## config.mk

```make
export PLATFORM = sky130hd
export DESIGN_NAME = dma_addr_gen
export DESIGN_NICKNAME = d
export VERILOG_FILES = /design/src/rtl/dma_addr_gen_pkg.sv /design/src/rtl/dma_term_decode.sv /design/src/rtl/dma_addr_gen.sv
export SDC_FILE = /design/constraint.sdc
export NUM_CORES = 1
export LEC_CHECK = 0
export ABC_AREA = 1
export ABC_CLOCK_PERIOD_IN_PS = 1700
export BUFFER_PORTS_ARGS = -buffer_cell sky130_fd_sc_hd__clkbuf_2
export CAP_MARGIN = 20
export CORE_MARGIN = 8
export CORE_UTILIZATION = 35
export CTS_CLUSTER_SIZE = 20
export DETAILED_ROUTE_END_ITERATION = 16
export GPL_ROUTABILITY_DRIVEN = 0
export MAX_ROUTING_LAYER = met4
export PLACE_DENSITY = 0.65
export SYNTH_ARGS = -nofsm -noshare
export SYNTH_HDL_FRONTEND = slang
export SYNTH_HIERARCHICAL = 1
export SYNTH_SLANG_ARGS = --single-unit
```

## constraint.sdc

```tcl
create_clock -name SCLK -period 1.7 [get_ports SCLK]
set_input_delay 0.17 -clock SCLK [delete_from_list [all_inputs] [get_ports SCLK]]
set_output_delay 0.17 -clock SCLK [all_outputs]
set_load 0.02 [all_outputs]
```

## src/rtl/dma_addr_gen_pkg.sv

```systemverilog
// rtl/dma_addr_gen_pkg.sv - shared types and constants for the DMA address generator
package dma_addr_gen_pkg;

   localparam int ACR_W = 32;

   typedef enum logic [2:0] {
      ST_IDLE  = 3'd0,
      ST_ARMED = 3'd1,
      ST_CYCLE = 3'd2,
      ST_TERM  = 3'd3,
      ST_ERR   = 3'd4
   } state_t;

   // active-low dynamic-size acknowledge encodings
   localparam logic [1:0] DSACK_32   = 2'b00;
   localparam logic [1:0] DSACK_16   = 2'b01;
   localparam logic [1:0] DSACK_8    = 2'b10;
   localparam logic [1:0] DSACK_NONE = 2'b11;

   // address increment per completed transfer, in bytes
   localparam logic [2:0] INC_LONG = 3'd4;
   localparam logic [2:0] INC_WORD = 3'd2;
   localparam logic [2:0] INC_BYTE = 3'd1;

endpackage

```

## src/rtl/dma_term_decode.sv

```systemverilog
// rtl/dma_term_decode.sv - combinational decode of bus termination inputs
module dma_term_decode
   import dma_addr_gen_pkg::*;
(
   input  logic       sterm_n,
   input  logic [1:0] dsack_n,
   input  logic       berr_n,
   output logic       term,
   output logic       err,
   output logic [2:0] inc
);

   // error outranks termination; _STERM is always a 32-bit transfer
   always_comb begin
      err  = ~berr_n;
      term = ~sterm_n | (dsack_n != DSACK_NONE);
      inc  = INC_LONG;
      if (sterm_n) begin
         case (dsack_n)
            DSACK_16: inc = INC_WORD;
            DSACK_8:  inc = INC_BYTE;
            default:  inc = INC_LONG;
         endcase
      end
   end

endmodule

```

## src/rtl/dma_addr_gen.sv

```systemverilog
// rtl/dma_addr_gen.sv - DMA address counter and bus-cycle tracking FSM
module dma_addr_gen
   import dma_addr_gen_pkg::*;
(
   input  logic             SCLK,
   input  logic             RST,
   input  logic             ACR_WR,
   input  logic [ACR_W-1:0] ACR_DIN,
   input  logic             _DMAEN,
   input  logic             _AS,
   input  logic             _STERM,
   input  logic [1:0]       _DSACK,
   input  logic             _BERR,
   output logic [ACR_W-1:0] ADDR_O,
   output logic             ADDR_OE,
   output logic             CYC_DONE,
   output logic             BERR_FLAG,
   output logic [2:0]       STATE_O
);

   state_t           state;
   logic [ACR_W-1:0] acr;
   logic [2:0]       inc_lat;
   logic             addr_oe;
   logic             cyc_done;
   logic             berr_flag;

   logic             dec_term;
   logic             dec_err;
   logic [2:0]       dec_inc;

   dma_term_decode u_term_decode (
      .sterm_n (_STERM),
      .dsack_n (_DSACK),
      .berr_n  (_BERR),
      .term    (dec_term),
      .err     (dec_err),
      .inc     (dec_inc)
   );

   // FSM, address counter and registered status outputs
   always_ff @(posedge SCLK) begin
      if (RST) begin
         state     <= ST_IDLE;
         acr       <= '0;
         inc_lat   <= INC_LONG;
         addr_oe   <= 1'b0;
         cyc_done  <= 1'b0;
         berr_flag <= 1'b0;
      end else begin
         cyc_done <= 1'b0;
         case (state)
            ST_IDLE: begin
               if (ACR_WR) begin
                  acr       <= ACR_DIN;
                  berr_flag <= 1'b0;
               end
               if (!_DMAEN) begin
                  state   <= ST_ARMED;
                  addr_oe <= 1'b1;
               end
            end
            ST_ARMED: begin
               if (ACR_WR) begin
                  acr       <= ACR_DIN;
                  berr_flag <= 1'b0;
               end
               if (_DMAEN) begin
                  state   <= ST_IDLE;
                  addr_oe <= 1'b0;
               end else if (!_AS) begin
                  state <= ST_CYCLE;
               end
            end
            ST_CYCLE: begin
               // a bus error on the terminating edge discards the increment
               if (dec_err) begin
                  state     <= ST_ERR;
                  berr_flag <= 1'b1;
               end else if (dec_term) begin
                  state   <= ST_TERM;
                  inc_lat <= dec_inc;
               end
            end
            ST_TERM: begin
               if (_AS) begin
                  acr      <= acr + {{(ACR_W-3){1'b0}}, inc_lat};
                  cyc_done <= 1'b1;
                  state    <= _DMAEN ? ST_IDLE : ST_ARMED;
                  addr_oe  <= ~_DMAEN;
               end
            end
            ST_ERR: begin
               if (_AS) begin
                  state   <= _DMAEN ? ST_IDLE : ST_ARMED;
                  addr_oe <= ~_DMAEN;
               end
            end
            default: begin
               state   <= ST_IDLE;
               addr_oe <= 1'b0;
            end
         endcase
      end
   end

   assign ADDR_O    = acr;
   assign ADDR_OE   = addr_oe;
   assign CYC_DONE  = cyc_done;
   assign BERR_FLAG = berr_flag;
   assign STATE_O   = state;

endmodule
```

==> results of run 1 <==
[where the power goes]
part           switching [mW]  leakage (nW)  internal, mW
combinational           0.784          1.27         0.490
sequential              0.181         0.340          1.10
clock                   0.364        0.0540         0.428
total                    1.33          1.67          2.02
[per-stage QoR]
step                utilization, %  area, um^2  cells
detailed placement            43.5        3560    688
CTS                           45.3        3700    696
finish                        46.7        3820    698
global placement              43.5        3560    688
global route                  46.7        3820    698
floorplan                        -        2950    503
[cell usage after synthesis (4+ instances only)]
| master | number |
|---|---|
| sky130_fd_sc_hd__nand3_1 | 32 |
| sky130_fd_sc_hd__ha_1 | 6 |
| sky130_fd_sc_hd__or2_2 | 5 |
| sky130_fd_sc_hd__a21oi_2 | 4 |
| sky130_fd_sc_hd__dfxtp_1 | 41 |
| sky130_fd_sc_hd__buf_2 | 7 |
| sky130_fd_sc_hd__nor2_1 | 96 |
| sky130_fd_sc_hd__inv_2 | 5 |
| sky130_fd_sc_hd__nand3b_1 | 9 |
| sky130_fd_sc_hd__inv_1 | 34 |
| sky130_fd_sc_hd__nand2_1 | 163 |
| sky130_fd_sc_hd__a21oi_1 | 33 |
| sky130_fd_sc_hd__nor2_2 | 4 |
| sky130_fd_sc_hd__o21ai_0 | 18 |
| sky130_fd_sc_hd__o21ai_1 | 8 |
| sky130_fd_sc_hd__clkbuf_1 | 4 |
[flip-flops by register name (all words and copies together) (netlist names)]
signal     count
STATE_O        3
ADDR_O        32
ADDR_OE        1
CYC_DONE       1
inc_lat        3
BERR_FLAG      1
[routing by layer]
| metal | vias to the layer above | share of wire [%] | wire length, um |
|---|---|---|---|
| met3 | 14 | 6.6 | 611 |
| met1 | 1553 | 44 | 4120 |
| li1 | 1784 | - | - |
| met4 | 0 | 1.6 | 148 |
| met2 | 111 | 47 | 4410 |
| met5 | - | 0 | 0 |
[layout make-up]
| cell class | count | area (um^2) |
|---|---|---|
| clock inverters | 2 | 35.0 |
| well taps | 105 | 131 |
| fillers | 884 | 4360 |
| flip-flops and latches | 41 | 828 |
| repair buffers | 101 | 601 |
| clock buffers | 5 | 68.8 |
| inverters | 39 | 149 |
| multi-input cells | 405 | 2010 |
[kinds of logic after synthesis]
kind of cell    Yosys count  synth area share [%]
simple gates            324                  46.5
compound gates           72                  13.4
buf+inv                  57                  8.45
flops                    41                  27.9
fa+ha+maj                 7                  3.23
xor+xnor                  2                 0.595
[critical path: cells and delay by family (launching register included)]
kind,cells,cell delay [ps]
simple gates,8,720
compound gates,1,120
fa+ha+maj,2,520
flops,1,340
[worst paths after layout]
| check | endpoint | depth (start not counted) | slack [ps] |
|---|---|---|---|
| hold reg to reg | BERR_FLAG | 2 | 470 |
| hold / removal | ADDR_O[2] | 3 | 100 |
| setup reg to reg | ADDR_O[18] | 11 | -90 |
| setup / recovery | ADDR_O[18] | 11 | -90 |
[repair_timing]
action	in CTS	in global routing
resized for setup	11	29
pin swaps	6	23
setup endpoints to repair	14	28
buffers inserted	1	2
==> qor.yml, run 1 <==
clkSlewWorstSetupHoldPaths_ps: 90
async_flop_share_pct: 0
cts_tree: "done"
grt_pass1_vias: 3322
timing.max_cap.violations: 0
timing.critical_path.fanout_max: 5
worst_r2r_startpoint: "ADDR_O[0]"
drt-initial-drc-count: 181
path_common_cell: "sky130_fd_sc_hd__nand2_1"
hold_buffers: 0
syn-instance-count: 503
cts_buffers: 5
htree_levels: 2
hold_path.startpoint: "ACR_DIN[2]"
total_power_mw: 3.35
fmaxAchievable_mhz: 559
vdd_drop_max_mv: 0.342
i_o_buffers: 78
powerDensity_nw_per_um2: 877
critical_path.slowest_cell: "sky130_fd_sc_hd__fa_2"
criticalPathCategory: "reg -> reg"
critical_path.max_stage_delay_ps: 360
drive_gt1_share_pct: 27.3
die_area_um2: 11600
antenna_found_initial: 0
gr-usage-met2_pct: 27.3
violations_in_the_final_reports: "negative setup slack"
syn-num-nets: 551
starting_utilization_of_the_core_area_pct: 36.0
synth_enable_flop_cells: 0
worstPathCellList: "ha_4 > fa_2 > nand2_4 > nand2_4 > nand3b_1 > nor2_4 > nand2_1 > nand2_1 > nand3_1 > nand2_1 > a21oi_1"
globalRouteMet3Util_pct: 3.05
placementRows: 33
first_pass_grt_wire_length_mm: 15.4
tns_ps: -507
grt_util_met1_pct: 19.5
preCtsSetupSlack_ps: -138
dp_hpwl_mm: 6.96
antenna_left: 0
num-nets-final: 641
final.setup_skew_ps: 8.26
design.portCount: 79
global_route.usage.total_pct: 16.5
top_usage_layer: "met2"
yosys.cell_types.count: 35
post-synth-top-area-fraction_pct: 27.9
layout_common_cells: "sky130_fd_sc_hd__nand2_1 (156), sky130_fd_sc_hd__nor2_1 (89), sky130_fd_sc_hd__clkbuf_2 (78)"
setup_violations: 8
crit_arrival_ps: 2030
slew_headroom_pct: 70.9
run_status: "finished, violations left"
vias: 3462
class_of_the_most_critical_hold_timing_path: "in -> reg"
area_delta_synth_final_pct: 29.6
holdWs_ps: 104
drt_pass1_iterations: 5
finalHoldViolCount: 0
insertedDiodeCount: 0
cts_sinks: 41
avgSynthCellArea_um2: 5.86
leading_area_contributor_after_synthesis: "sky130_fd_sc_hd__dfxtp_1"
wl_per_cell_um: 13.3
tightest_slew_ps: 436
dieWidth_um: 108
postRouteWirelength_mm: 9.29
layout_commonest_cell: "sky130_fd_sc_hd__nand2_1"
crit_path_start: "ADDR_O[0]"
power.leakage_nw: 1.67
worstSetupEndpointType: "register"
die-height_um: 108
grt_start_max_net_pins: 45
min_period_over_period_pct: 105
post_synth_main_area_contributors: "sky130_fd_sc_hd__dfxtp_1 (28%), sky130_fd_sc_hd__nand2_1 (21%), sky130_fd_sc_hd__nor2_1 (12%)"
crit_required_ps: 1940
postSynth.topFlopCell: "sky130_fd_sc_hd__dfxtp_1"
timing.final.max_slew_violations: 0
ys_ff_latch: 41
min_period_ps: 1790
layout_setup_ws_ps: -89.8
avgViaCountPerCell: 4.96
synth_seq_area_share_pct: 27.9
drc: 0
grt_remaining_overflow: 0
worstSkewPairLatency_ps: 300
cts-root-buf: "sky130_fd_sc_hd__clkbuf_8"
rsz0062_at_grt: "yes"
synthesis.area_um2: 2950
startpoint_type: "register"
area_of_the_core_um2: 8180
clk_path_buf_depth: 2
synth.yosys.warnings: 6
Note: power is estimated with default switching activity, not from simulation.
==> run 2, diff against run 1 <==
Settings changed: CORE_MARGIN 8 to 2, GPL_ROUTABILITY_DRIVEN 0 to unset, SYNTH_HIERARCHICAL 1 to unset.
==> run 2 against run 1 <==
Net effect: the flow still finishes with violations (negative setup slack); global-route usage is 5.6 points higher; design area is 1.7% higher; clock skew is 3.3 ps higher; die area is 22% lower; non-clock buffer count is 9 higher; largest cell class unchanged; largest power group unchanged.
==> qor.yml, run 2 <==
drive_gt1_share_pct: 29.2
crit_required_ps: 1870
min_period_over_period_pct: 101
grt_remaining_overflow: 0
avgSynthCellArea_um2: 5.90
layout_commonest_cell: "sky130_fd_sc_hd__nand2_1"
avgViaCountPerCell: 4.99
r2r_slack_ps: -10
vias: 3486
die-height_um: 95.0
synth.yosys.warnings: 0
synth_enable_flop_cells: 0
min_period_ps: 1710
postRouteWirelength_mm: 9.90
largest_register_ffs: 32
class_of_the_most_critical_hold_timing_path: "in -> reg"
timing.final.max_slew_violations: 0
synth_seq_area_share_pct: 28.3
synth_most_common_cell: "sky130_fd_sc_hd__nand2_1"
drt_pass1_iterations: 4
first_pass_grt_wire_length_mm: 15.2
timing.max_cap.violations: 0
cts_sinks: 41
global_route.usage.total_pct: 22.1
yosys.cell_types.count: 32
drt-initial-drc-count: 171
grt_start_max_net_pins: 33
globalplace.congestion: 0.933
synthTopCellsByCount: "sky130_fd_sc_hd__nand2_1 (162), sky130_fd_sc_hd__nor2_1 (53), sky130_fd_sc_hd__inv_1 (50)"
antenna_found_initial: 0
antenna_left: 0
run_status: "finished, violations left"
clk_path_buf_depth: 2
i_o_buffers: 78
slew_headroom_pct: 72.2
powerDensity_nw_per_um2: 684
hold_path.startpoint: "ACR_DIN[0]"
crit_arrival_ps: 1880
worstSetupEndpointType: "register"
cts-root-buf: "sky130_fd_sc_hd__clkbuf_8"
hold_buffers: 0
dp_hpwl_mm: 7.24
post-synth-top-area-fraction_pct: 28.3
area_delta_synth_final_pct: 34.2
vdd_drop_max_mv: 0.377
setup_violations: 3
syn-instance-count: 491
die_area_um2: 9020
postSynth.topFlopCell: "sky130_fd_sc_hd__dfxtp_1"
layout_setup_ws_ps: -9.91
wl_per_cell_um: 14.2
worst_r2r_startpoint: "inc_lat[0]"
rsz0062_at_grt: "yes"
placementRows: 33
layout_common_cells: "sky130_fd_sc_hd__nand2_1 (157), sky130_fd_sc_hd__clkbuf_2 (78), sky130_fd_sc_hd__inv_1 (48)"
area_of_the_core_um2: 8130
final.setup_skew_ps: 11.6
drc: 0
worstSkewPairLatency_ps: 310
power.leakage_nw: 1.71
cts_buffers: 5
total_power_mw: 2.66
starting_utilization_of_the_core_area_pct: 35.6
tightest_slew_ps: 416
num-nets-final: 640
ys_ff_latch: 41
grt_pass1_vias: 3301
htree_levels: 2
clkSlewWorstSetupHoldPaths_ps: 90
violations_in_the_final_reports: "negative setup slack"
crit_path_start: "inc_lat[0]"
startpoint_type: "register"
design.portCount: 79
fmaxAchievable_mhz: 585
syn-num-nets: 539
post_synth_main_area_contributors: "sky130_fd_sc_hd__dfxtp_1 (28%), sky130_fd_sc_hd__nand2_1 (21%), sky130_fd_sc_hd__nand3_1 (7.3%)"
criticalPathCategory: "reg -> reg"
dieWidth_um: 95.0
holdWs_ps: 105
finalHoldViolCount: 0
insertedDiodeCount: 0
cts_tree: "done"
leading_area_contributor_after_synthesis: "sky130_fd_sc_hd__dfxtp_1"
timing.critical_path.fanout_max: 5
async_flop_share_pct: 0
synthesis.area_um2: 2900
## run 2: cell count changes after synthesis, moves of 5 or more
cell / delta
sky130_fd_sc_hd__o21ai_0: +23
sky130_fd_sc_hd__inv_1: +16
sky130_fd_sc_hd__o21ai_1: -5
sky130_fd_sc_hd__nor2_1: -43
sky130_fd_sc_hd__nand3_1: +10
sky130_fd_sc_hd__a21oi_1: +6
## run 2: layout make-up
type	instances	area (um^2)
sequential	41	832
inverter	52	215
multi-input combinational	382	1970
fill	846	4250
clock inverter	3	17.5
clock buffer	5	68.8
timing repair buffer	110	656
tap	105	131
## run 2: kinds of logic after synthesis
logic type               count (synthesis)  share of synthesized area, %
AND/OR/NAND/NOR                        281                          41.3
AO/OA/AOI/OAI                           91                          16.3
buffers and inverters                   68                          9.85
flip-flops                              41                          28.3
adder cells (fa/ha/maj)                  7                          3.28
XOR/XNOR                                 3                         0.908
## run 2: critical path: stages, from the launching register on
cell	delay, ps
sky130_fd_sc_hd__dfxtp_2	350
sky130_fd_sc_hd__ha_4	170
sky130_fd_sc_hd__fa_2	360
sky130_fd_sc_hd__nand2_2	110
sky130_fd_sc_hd__nand2_4	70
sky130_fd_sc_hd__nand3_2	140
sky130_fd_sc_hd__xor2_1	160
sky130_fd_sc_hd__nand2_1	60
sky130_fd_sc_hd__o211ai_1	80
sky130_fd_sc_hd__a21oi_1	80
## run 2: worst paths after layout
check                   end  depth (start not counted)
setup / recovery  ADDR_O[6]                          9
hold / removal    ADDR_O[0]                          3
setup reg to reg  ADDR_O[6]                          9
hold reg to reg     ADDR_OE                          2
## run 2: per-layer routing
metal / GRT usage, % / vias to the layer above / share of wire, %
met5: - / - / 0
met4: 4.71 / 0 / 1.0
li1: - / 1777 / -
met2: 39.6 / 93 / 50
met3: 4.79 / 14 / 5.1
met1: 25.3 / 1602 / 44
## run 2: where the power goes
| group | internal, mW | switching, mW | total [mW] |
|---|---|---|---|
| clock network | 0.285 | 0.388 | 0.673 |
| logic | 0.329 | 0.497 | 0.825 |
| registers | 1.05 | 0.112 | 1.16 |
## run 2: what timing repair did
action / CTS / global route
setup buffers: 4 / 3
pin swaps: 1 / 7
gates resized for setup: 15 / 48
setup endpoints to repair: 24 / 29
## run 2: per-stage QoR
step / cells / setup TNS, ps / cell area [um^2] / util (%) / worst slack (ps)
3_5_place_dp: 683 / -873 / 3550 / 43.6 / -116
6_report: 698 / -15.3 / 3890 / 47.8 / -9.91
5_1_grt: 698 / -1160 / 3890 / 47.8 / -121
3_3_place_gp: 683 / -227 / 3550 / 43.6 / -82.7
4_1_cts: 695 / -22.3 / 3710 / 45.6 / -11.2
2_1_floorplan: 491 / -13.0 / 2900 / - / -13.0
==> run 3, diff against run 2 <==
Settings changed: PLACE_DENSITY 0.65 to 0.69.
==> run 3 against run 2 <==
Net effect: the run now ends clean; largest power group unchanged; critical path type unchanged; routed wire length down 3.1%; fmax up 3.1%; total power down 0.31%; register-to-register slack better by 50 ps; combinational power down 1%; non-clock buffer count up 4.
==> qor.yml, run 3 (synthesis gave the netlist of run 2 again) <==
ff2ff_path_depth: 10
timing.max_cap.violations: 0
setup_violations: 0
worst_hold_path.num_cells: 3
htree_levels: 2
drt-initial-drc-count: 179
grt_remaining_overflow: 0
final_cells: 702
insertedDiodeCount: 0
vdd_drop_max_mv: 0.300
timing.final.max_slew_violations: 0
design.portCount: 79
drive_gt1_share_pct: 27.3
startpoint_type: "register"
clk_path_buf_depth: 2
cts_buffers: 5
min_period_over_period_pct: 97.6
postRouteWirelength_mm: 9.60
die-height_um: 95.0
layout_commonest_cell: "sky130_fd_sc_hd__nand2_1"
powerDensity_nw_per_um2: 688
worstSetupEndpointType: "register"
drc: 0
antenna_found_initial: 0
drt_pass1_iterations: 4
hold_path.startpoint: "ACR_DIN[2]"
finalHoldViolCount: 0
num-nets-final: 644
criticalPathCategory: "reg -> reg"
crit_path_start: "inc_lat[0]"
vias: 3454
tightest_slew_ps: 378
layout_common_cells: "sky130_fd_sc_hd__nand2_1 (155), sky130_fd_sc_hd__clkbuf_2 (78), sky130_fd_sc_hd__inv_1 (49)"
grt_pass1_vias: 3208
crit_arrival_ps: 1900
area_of_the_core_um2: 8130
timing.rr.end: "ADDR_O[4]"
dieWidth_um: 95.0
rsz0062_at_grt: "yes"
worstSkewPairLatency_ps: 300
min_period_ps: 1660
i_o_buffers: 78
wl_per_cell_um: 13.7
timing.critical_path.fanout_max: 4
holdWs_ps: 112
cts_sinks: 41
final.setup_skew_ps: 7.53
fmaxAchievable_mhz: 603
class_of_the_most_critical_hold_timing_path: "in -> reg"
cts_tree: "done"
globalplace.congestion: 0.879
run_status: "completed"
place.detailed.instances: 692
first_pass_grt_wire_length_mm: 15.1
whs_endpoint: "ADDR_O[2]"
dp_hpwl_mm: 7.30
die_area_um2: 9020
r2r_slack_ps: 40
worst_r2r_startpoint: "inc_lat[0]"
area_delta_synth_final_pct: 33.1
grt_start_max_net_pins: 33
starting_utilization_of_the_core_area_pct: 35.6
avgViaCountPerCell: 4.92
crit_required_ps: 1940
clkSlewWorstSetupHoldPaths_ps: 90
largest_register_ffs: 32
antenna_left: 0
power.leakage_nw: 1.72
global_route.usage.total_pct: 22.1
cts-root-buf: "sky130_fd_sc_hd__clkbuf_8"
slew_headroom_pct: 74.5
placementRows: 33
run 3: changes by cell type in the layout (fill, tap and decap cells not counted), sizes merged:
cell      change
clkinvlp      -1
buf           +4
inv           +1
clkbuf        +1
clkinv        -1
run 3: critical path: stages (launching register included):
cell and delay [ps]:
sky130_fd_sc_hd__dfxtp_2 340, sky130_fd_sc_hd__ha_4 160, sky130_fd_sc_hd__fa_2 340, sky130_fd_sc_hd__nand2_2 100, sky130_fd_sc_hd__nand2_4 70, sky130_fd_sc_hd__nand2_4 90
sky130_fd_sc_hd__inv_2 60, sky130_fd_sc_hd__o21ai_1 120, sky130_fd_sc_hd__buf_4 130, sky130_fd_sc_hd__o21ai_0 70, sky130_fd_sc_hd__a21oi_1 120
run 3: metrics by stage:
step	instance area [um^2]	TNS, ps	power, mW	setup WS, ps	utilization, %
2_1_floorplan	2900	-13.0	1.62	-13.0	-
3_3_place_gp	3600	-290	1.93	-84.2	44.3
3_5_place_dp	3600	-819	1.95	-122	44.3
4_1_cts	3720	-6.24	2.61	-6.24	45.7
5_1_grt	3850	-392	2.80	-73.5	47.4
6_report	3850	0	2.65	41.6	47.4
run 3: per-layer routing:
layer  track usage, %  wire, um  up-vias
met4             6.40       133        0
met5                -         0        -
li1                 -         -     1791
met3             3.19       538       14
met2             36.1      4540       87
met1             28.6      4380     1562
run 3: repair_timing:
| item | 4_1_cts | 5_1_grt |
|---|---|---|
| pin swaps | 2 | 7 |
| setup endpoints to repair | 14 | 29 |
| buffers inserted | 1 | 1 |
| hold buffers | 0 | 0 |
| gates resized for setup | 12 | 34 |
run 3: worst max path at each step:
stage | to | slack (ps)
floorplan | ADDR_O[24] | -10
global placement | ADDR_O[4] | -80
detailed placement | ADDR_O[10] | -120
CTS | ADDR_O[16] | -6
global route | ADDR_O[24] | -70
finish | ADDR_O[4] | 40
run 3: cell type report:
type / instances / area (um^2)
Multi-Input combinational cell: 382 / 1940
Clock inverter: 2 / 10.0
Clock buffer: 6 / 72.6
Inverter: 52 / 200
Timing Repair Buffer: 114 / 673
Fill cell: 854 / 4280
Sequential cell: 41 / 830
Tap cell: 105 / 131
run 3: where the power goes:
part | internal, mW | switching [mW]
clock network | 0.286 | 0.387
registers | 1.05 | 0.112
logic | 0.328 | 0.488
total | 1.66 | 0.987
